==> src/rtl/ssram_arbiter.sv <==
// ---------------------------------------------------------------------------
// ssram_arbiter
//   Round-robin arbiter sharing one single-port synchronous SRAM (x32, byte
//   enables, write-first, 1-cycle read latency) between requesters A and B.
//   Grants are combinational in the request cycle. RAM enables and strobes
//   follow the granted command in that same cycle. Read data is steered back
//   to the requester that issued the read.
//
//   Optional feature: define SSRAM_INIT_EN to sweep the whole RAM with
//   INIT_VAL after reset. Requests wait until init_done is set. Without the
//   macro, init_done is constant 1.
//
// Ports
//   HCLK, HRESETn        clock, asynchronous active-low reset
//   a_req/we/wb/addr/din port A command (held stable until a_gnt)
//   a_gnt                port A command accepted this cycle
//   a_rvalid/a_rdata     port A read return (rdata is 0 when rvalid is 0)
//   b_*                  identical set for port B
//   ram_enb/ram_wb       per-byte RAM enable / write strobe
//   ram_addr/ram_din     RAM word address / write data (held while idle)
//   ram_dout             RAM read data, valid 1 cycle after enable
//   init_done            RAM available to requesters
// ---------------------------------------------------------------------------
module ssram_arbiter #(
  parameter int          AW       = 12,
  parameter logic [31:0] INIT_VAL = 32'h0000_0000
) (
  input  logic          HCLK,
  input  logic          HRESETn,
  input  logic          a_req,
  input  logic          a_we,
  input  logic [3:0]    a_wb,
  input  logic [AW-3:0] a_addr,
  input  logic [31:0]   a_din,
  output logic          a_gnt,
  output logic          a_rvalid,
  output logic [31:0]   a_rdata,
  input  logic          b_req,
  input  logic          b_we,
  input  logic [3:0]    b_wb,
  input  logic [AW-3:0] b_addr,
  input  logic [31:0]   b_din,
  output logic          b_gnt,
  output logic          b_rvalid,
  output logic [31:0]   b_rdata,
  output logic [3:0]    ram_enb,
  output logic [3:0]    ram_wb,
  output logic [AW-3:0] ram_addr,
  output logic [31:0]   ram_din,
  input  logic [31:0]   ram_dout,
  output logic          init_done
);

  localparam int WAW = AW - 2;

  logic           w_run;        // arbitration enabled
  logic           w_init;       // init sweep drives the RAM this cycle
  logic [WAW-1:0] w_init_addr;
  logic [31:0]    w_init_data;

  logic           w_a_gnt, w_b_gnt;
  logic [3:0]     w_enb, w_wb;
  logic [WAW-1:0] w_addr;
  logic [31:0]    w_din;

  logic           r_last_b;     // 1: last grant went to B
  logic           r_a_rvalid, r_b_rvalid;
  logic [WAW-1:0] r_addr;
  logic [31:0]    r_din;

  assign w_init_data = INIT_VAL;

`ifdef SSRAM_INIT_EN
  typedef enum logic {ST_INIT, ST_RUN} state_t;

  state_t         r_state;
  logic [WAW-1:0] r_cnt;
  logic           r_init_done;

  // One word per cycle; the edge after the last write moves to RUN.
  always_ff @(posedge HCLK or negedge HRESETn) begin
    if (!HRESETn) begin
      r_state     <= ST_INIT;
      r_cnt       <= '0;
      r_init_done <= 1'b0;
    end else if (r_state == ST_INIT) begin
      r_cnt <= r_cnt + 1'b1;
      if (&r_cnt) begin
        r_state     <= ST_RUN;
        r_init_done <= 1'b1;
      end
    end
  end

  // State is INIT while reset is held, so the sweep is gated by HRESETn to
  // keep the RAM strobes at their reset value.
  assign w_run       = (r_state == ST_RUN);
  assign w_init      = HRESETn & (r_state == ST_INIT);
  assign w_init_addr = r_cnt;
  assign init_done   = r_init_done;
`else
  // Grants are gated by reset so every output reaches its reset value
  // immediately, even though the arbiter is otherwise always available.
  assign w_run       = HRESETn;
  assign w_init      = 1'b0;
  assign w_init_addr = '0;
  assign init_done   = 1'b1;
`endif

  // Round robin: on contention the port that was not granted last wins.
  assign w_a_gnt = w_run & a_req & (~b_req | r_last_b);
  assign w_b_gnt = w_run & b_req & (~a_req | ~r_last_b);

  // RAM command mux. Address and data fall back to the hold registers when
  // idle, so the address bus only changes when a new access is issued.
  always_comb begin
    w_enb  = '0;
    w_wb   = '0;
    w_addr = r_addr;
    w_din  = r_din;
    if (w_init) begin
      w_enb  = 4'hF;
      w_wb   = 4'hF;
      w_addr = w_init_addr;
      w_din  = w_init_data;
    end else if (w_a_gnt) begin
      w_addr = a_addr;
      if (a_we) begin
        w_enb = a_wb;
        w_wb  = a_wb;
        w_din = a_din;
      end else begin
        w_enb = 4'hF;
        w_din = '0;
      end
    end else if (w_b_gnt) begin
      w_addr = b_addr;
      if (b_we) begin
        w_enb = b_wb;
        w_wb  = b_wb;
        w_din = b_din;
      end else begin
        w_enb = 4'hF;
        w_din = '0;
      end
    end
  end

  always_ff @(posedge HCLK or negedge HRESETn) begin
    if (!HRESETn) begin
      r_last_b   <= 1'b1;
      r_a_rvalid <= 1'b0;
      r_b_rvalid <= 1'b0;
      r_addr     <= '0;
      r_din      <= '0;
    end else begin
      if (w_a_gnt)      r_last_b <= 1'b0;
      else if (w_b_gnt) r_last_b <= 1'b1;
      // At most one grant per cycle, so the two rvalids are exclusive.
      r_a_rvalid <= w_a_gnt & ~a_we;
      r_b_rvalid <= w_b_gnt & ~b_we;
      r_addr     <= w_addr;
      r_din      <= w_din;
    end
  end

  assign a_gnt    = w_a_gnt;
  assign b_gnt    = w_b_gnt;
  assign ram_enb  = w_enb;
  assign ram_wb   = w_wb;
  assign ram_addr = w_addr;
  assign ram_din  = w_din;
  assign a_rvalid = r_a_rvalid;
  assign b_rvalid = r_b_rvalid;
  assign a_rdata  = r_a_rvalid ? ram_dout : '0;
  assign b_rdata  = r_b_rvalid ? ram_dout : '0;

endmodule

==> config.mk <==
export PLATFORM = sky130hd
export DESIGN_NAME = ssram_arbiter
export DESIGN_NICKNAME = d
export VERILOG_FILES = /design/src/rtl/ssram_arbiter.sv
export SDC_FILE = /design/constraint.sdc
export NUM_CORES = 1
export LEC_CHECK = 0
export ABC_AREA = 0
export ABC_CLOCK_PERIOD_IN_PS = 1800
export CELL_PAD_IN_SITES_DETAIL_PLACEMENT = 1
export CELL_PAD_IN_SITES_GLOBAL_PLACEMENT = 2
export CORE_MARGIN = 1
export CORE_UTILIZATION = 15
export DETAILED_ROUTE_END_ITERATION = 16
export HOLD_SLACK_MARGIN = 0.1
export PLACE_DENSITY_LB_ADDON = 0.25
export SKIP_CTS_REPAIR_TIMING = 1
export SYNTH_ARGS = -nofsm -noshare
export SYNTH_HDL_FRONTEND = slang
export SYNTH_SLANG_ARGS = --single-unit
==> constraint.sdc <==
create_clock -name HCLK -period 1.8 [get_ports HCLK]
set_clock_uncertainty 0.15 [all_clocks]
set_input_delay 0.36 -clock HCLK [delete_from_list [all_inputs] [get_ports HCLK]]
set_output_delay 0.36 -clock HCLK [all_outputs]
set_load 0.05 [all_outputs]
# ---- Word-level counts from Yosys, hierarchy flattened
# Cells that the tools add are included.
dict set report totals {
  regBits 45
  latch_bits 0
  mem_bits_rw 0
  rom_bits 0
  inputBits 130
  out_inout_bits 119
  elab_cells 37
  mem_count 0
}
dict set report op_classes {
  addsub 0
  mul 0
  div 0
  n_lt_le_gt_ge 0
  eq_ne 0
  n_shift 0
  muxes 18
  n_bitwise 13
  n_reduce_logical 1
}
# cell n
set ops {}
lappend ops {{$mux 32} 6}
lappend ops {{$mux 4} 8}
lappend ops {{$mux 10} 2}
lappend ops {{$and 1x1->1} 6}
lappend ops {{$not 1->1} 5}
lappend ops {{$mux 1} 2}
lappend ops {{$or 1x1->1} 2}
lappend ops {{$reduce_bool 2->1} 1}

# ---- Depth between registers and ports, before layout
dict set report depth {
  ltp_word 5
  mapped_depth 6
  ltp_nobuf 4
}

# ---- Least setup slack after synthesis
# OpenSTA, ideal clock, no wires.
dict set report synth_path {
  kind {reg2out}
  from {reg r_last_b}
  to {out ram_din[12]}
  arrival_ps 2029
  required_ps 1290
  path_slack_ps -739
  path_stages_with_launch 7
  path_buffers 3
  path_cell_list {dfstp_2 -> nor2b_1 -> buf_2 -> or2_1 -> buf_6 -> buf_6 -> a31oi_1}
}
dict set report synth_between {
  elab_chain_len 5
  elab_cells_between_ends 7
  classes_between {mux (2); bitwise (5)}
}
# item line_no
set synth_rtl {}
lappend synth_rtl {{from (decl)} 66} ;# logic r_last_b;
lappend synth_rtl {{from (signal assigned)} 151} ;# r_last_b <= 1'b1;
lappend synth_rtl {{from (signal assigned)} 157} ;# if (w_a_gnt) r_last_b <= 1'b0;
lappend synth_rtl {{from (signal assigned)} 158} ;# else if (w_b_gnt) r_last_b <= 1'b1;
lappend synth_rtl {{$not 1->1} 112} ;# assign w_b_gnt = w_run & b_req & (~a_req | ~r_last_b);
lappend synth_rtl {{$or 1x1->1} 112}
lappend synth_rtl {{$and 1x1->1} 112}
lappend synth_rtl {{$mux 32} 136} ;# end else if (w_b_gnt) begin
lappend synth_rtl {{$mux 32 (*)} 126} ;# end else if (w_a_gnt) begin
lappend synth_rtl {{to (decl)} 49} ;# output logic [31:0] ram_din,
# Every way passes the cells marked *; elsewhere a longest branch is shown, timed or not.

# ---- Final worst setup path
dict set report layout_path {
  from {reg r_last_b}
  to {out ram_din[6]}
}
# The elaborated chain is that of the path after synthesis.

==> run_results.csv <==
group,metric,value,unit
synth,ys_types,23,
clock_tree,htreeDepth,2,
synth,synthTopCellsByArea,"dfrtp_1, and2_1, a31oi_2",
route,vias_per_cell,4.58,
synth,synth.yosys.seq_area_share,0.367,
power_and_ir_drop,pwr-share-comb,0.602,
route,wl_per_cell,21.0,um
synth,yosys_register_bits,45,
clock_tree,root_buffer,"clkbuf_16",
placement,pre_cts_slack,-0.694,ns
synth,synth-edff-count,0,
setup_path,crit_path_start_kind,"flip-flop",
finish,regArea,1130,um2
timing,fin_crit_sh,1.31,
timing,drv_slew,0,
timing,final.setup.worst_slack,-0.561,ns
setup_path,rr_endpoint,"r_din[29]",
power_and_ir_drop,internal_power,3540,uW
clock_tree,cts_tree,"done",
setup_path,critPathRequiredTime,1.29,ns
synth,synth_top_area_cell,"dfrtp_1",
synth,muxShareOfSynthArea,0,
floorplan,core.rowCount,51,
power_and_ir_drop,ir_drop,0.398,mV
outcome,status,"finished, violations left",
global_routing,antenna_found_initial,2,
setup_path,crit_chain,"nor2b_4 -> or2_4 -> clkbuf_16 -> a31oi_4 -> buf_6",
clock_tree,numCtsBuffers,5,
synth,synth_compound_area_frac,0.296,
clock_tree,clkSinkCount,45,
timing,post-route-min-period,2.36,ns
timing,tns,-26.10,ns
global_routing,grt_pass1_wl,27700,um
floorplan,initial_utilization,0.155,
synth,synthAdderAreaFrac,0,
finish,syn2layout_area_growth,169,%
setup_path,critPathBufInv,2,
floorplan,die_h,145,um
route,first_iter_violations,107,
run,cap_violations,0,
synth,synthSimpleGateAreaFrac,0.263,
setup_path,crit_arrival,1.85,ns
timing,hold_violations,0,
global_routing,gr-usage-all-layers,0.168,
finish,fill_cells,2101,
finish,final_nets,767,
setup_path,worstPathMaxFanout,5,
min_path,holdCritPathClass,"input pin to asynchronous set/reset pin",
outcome,violations,"setup timing",
synth,synth_nets,485,
floorplan,core_area,19800,um2
setup_path,critPathSlowestCell,"dfstp_2",
synth,netlist.area_leader.share,0.359,
clock_tree,clock_tree.buffer_depth,2,
placement,gp_congestion,0.865,
power_and_ir_drop,seqPwrFrac,0.212,
global_routing,grt_pass1_vias,4485,
setup_path,crit_type,"flip-flop to primary output",
power_and_ir_drop,p_sw_frac,0.413,
synth,synth_xor_area_frac,0,
placement,hpwl,13800,um
route,wirelength,19000,um
placement,io_buffers,247,
timing,max_clock_freq,424,MHz
synth,async_reset_ff_frac,1.00,
synth,syn-mean-instance-area,8.64,um2
timing,setup_violations,52,
synth,synth_top_family_by_area,"compound AO/OA/AOI/OAI gates",
finish,layout-drive-gt1-share,0.534,
route,vias,4143,
route,drc_errors,0,
finish,multiInputGateArea,2490,um2
power_and_ir_drop,p_switching,2490,uW
power_and_ir_drop,p_clk_frac,0.185,
floorplan,dieArea,21000,um2
setup_path,critical-path-max-stage-delay,0.57,ns
synth,syn_area,3070,um2
setup_path,path_delay_family,"flip-flops",
setup_path,rrSetupSlack,0,ns
route,firstDrtPassIters,4,
clock_tree,clkTransAtPathRegs,0.07,ns
clock_tree,clk_latency,0.29,ns
finish,layout_common_cells,"clkdlybuf4s50_1, buf_12, and2_2",
timing,rsz0062_at_grt,"true",
power_and_ir_drop,p_leak,0.00313,uW
synth,synth_cells,355,
synth,synth_warnings,0,
finish,final_common_cell,"clkdlybuf4s50_1",
setup_path,ff2ff_path_depth,6,
global_routing,grt_overflow,0,
synth,synth_ff_type,"dfrtp_1",
setup_path,worstReg2RegStart,"r_last_b",
setup_path,cp-end-kind,"primary output",
finish,utilization,0.417,
floorplan,fp.dieW,145,um
global_routing,grt_max_degree,43,
power_and_ir_drop,power.density,732,nW/um2
floorplan,io_pins,249,
route,drtAntennaViolNets,0,
==> cell families (layout without fill, tap and decap cells) <==
kind of cell | count (synthesis) | after routing
other | 1 | 2
AOI/OAI and AO/OA | 125 | 125
buffers and inverters | 48 | 330
and+or+nand+nor | 136 | 137
DFF | 45 | 45
==> flip-flops by register name, summed over array words and instances (netlist names) <==
signal	flops
r_din	32
r_addr	10
a_rvalid	1
b_rvalid	1
r_last_b	1
==> area by class of cell <==
class | count | share of cell area
antenna | 1 | 0.000304
clock buffer | 7 | 0.0173
clock inverter | 1 | 0.00364
inverter | 2 | 0.00137
multi-input combinational | 263 | 0.303
sequential | 45 | 0.137
tap | 265 | 0.0402
timing repair buffer | 320 | 0.498
==> worst reg2reg max path, stage by stage, from the launching register on <==
cell,delay [ns]
dfstp_2,0.57
nor2b_4,0.06
or2_4,0.33
buf_12,0.18
a31oi_4,0.22
buf_4,0.14
buf_4,0.09
==> cell usage after synthesis (all sizes together) (2+ instances only) <==
cell	number
and2	66
nand4	32
a32o	4
nand3	10
a211oi	32
o22ai	4
inv	2
o21ai	43
buf	10
nor3	10
nand2	5
a31oi	42
clkbuf	36
nor2	2
nor2b	9
dfrtp	44
==> metrics by stage <==
stage	hold WS, ns	cells	total power (uW)	instance area (um2)
final	0.0614	904	6030	8240
after global routing	0.0945	903	6280	8240
after detailed placement	0.317	878	4520	7410
after floorplan	-0.0856	355	3130	3690
after CTS	0.00267	886	5650	7580
after global placement	0.304	878	4470	7410
==> power groups by stage <==
stage                     Sequential (uW)  Clock [uW]  Combinational [uW]
after global routing                 1300        1190                3790
final                                1280        1120                3630
after CTS                            1270        1150                3240
after global placement               1280           0                3190
after floorplan                      1270           0                1860
after detailed placement             1290           0                3230
==> layer usage <==
metal | GRT usage | wire length [um]
met1 | 0.205 | 7820
met2 | 0.300 | 9580
met3 | 0.0450 | 1420
met4 | 0.0239 | 119
met5 | 0 | 13
==> worst max path at each step <==
stage / from / endpoint / slack, ns / depth (start not counted)
4_1_cts: a_req / ram_enb[0] / -0.69 / 6
3_5_place_dp: b_req / ram_din[14] / -0.69 / 6
2_1_floorplan: r_last_b / ram_din[10] / -0.36 / 6
6_report: r_last_b / ram_din[6] / -0.56 / 5
5_1_grt: r_last_b / ram_addr[9] / -0.62 / 5
3_3_place_gp: a_req / ram_din[4] / -0.66 / 6
(Power assumes the default switching activity.)
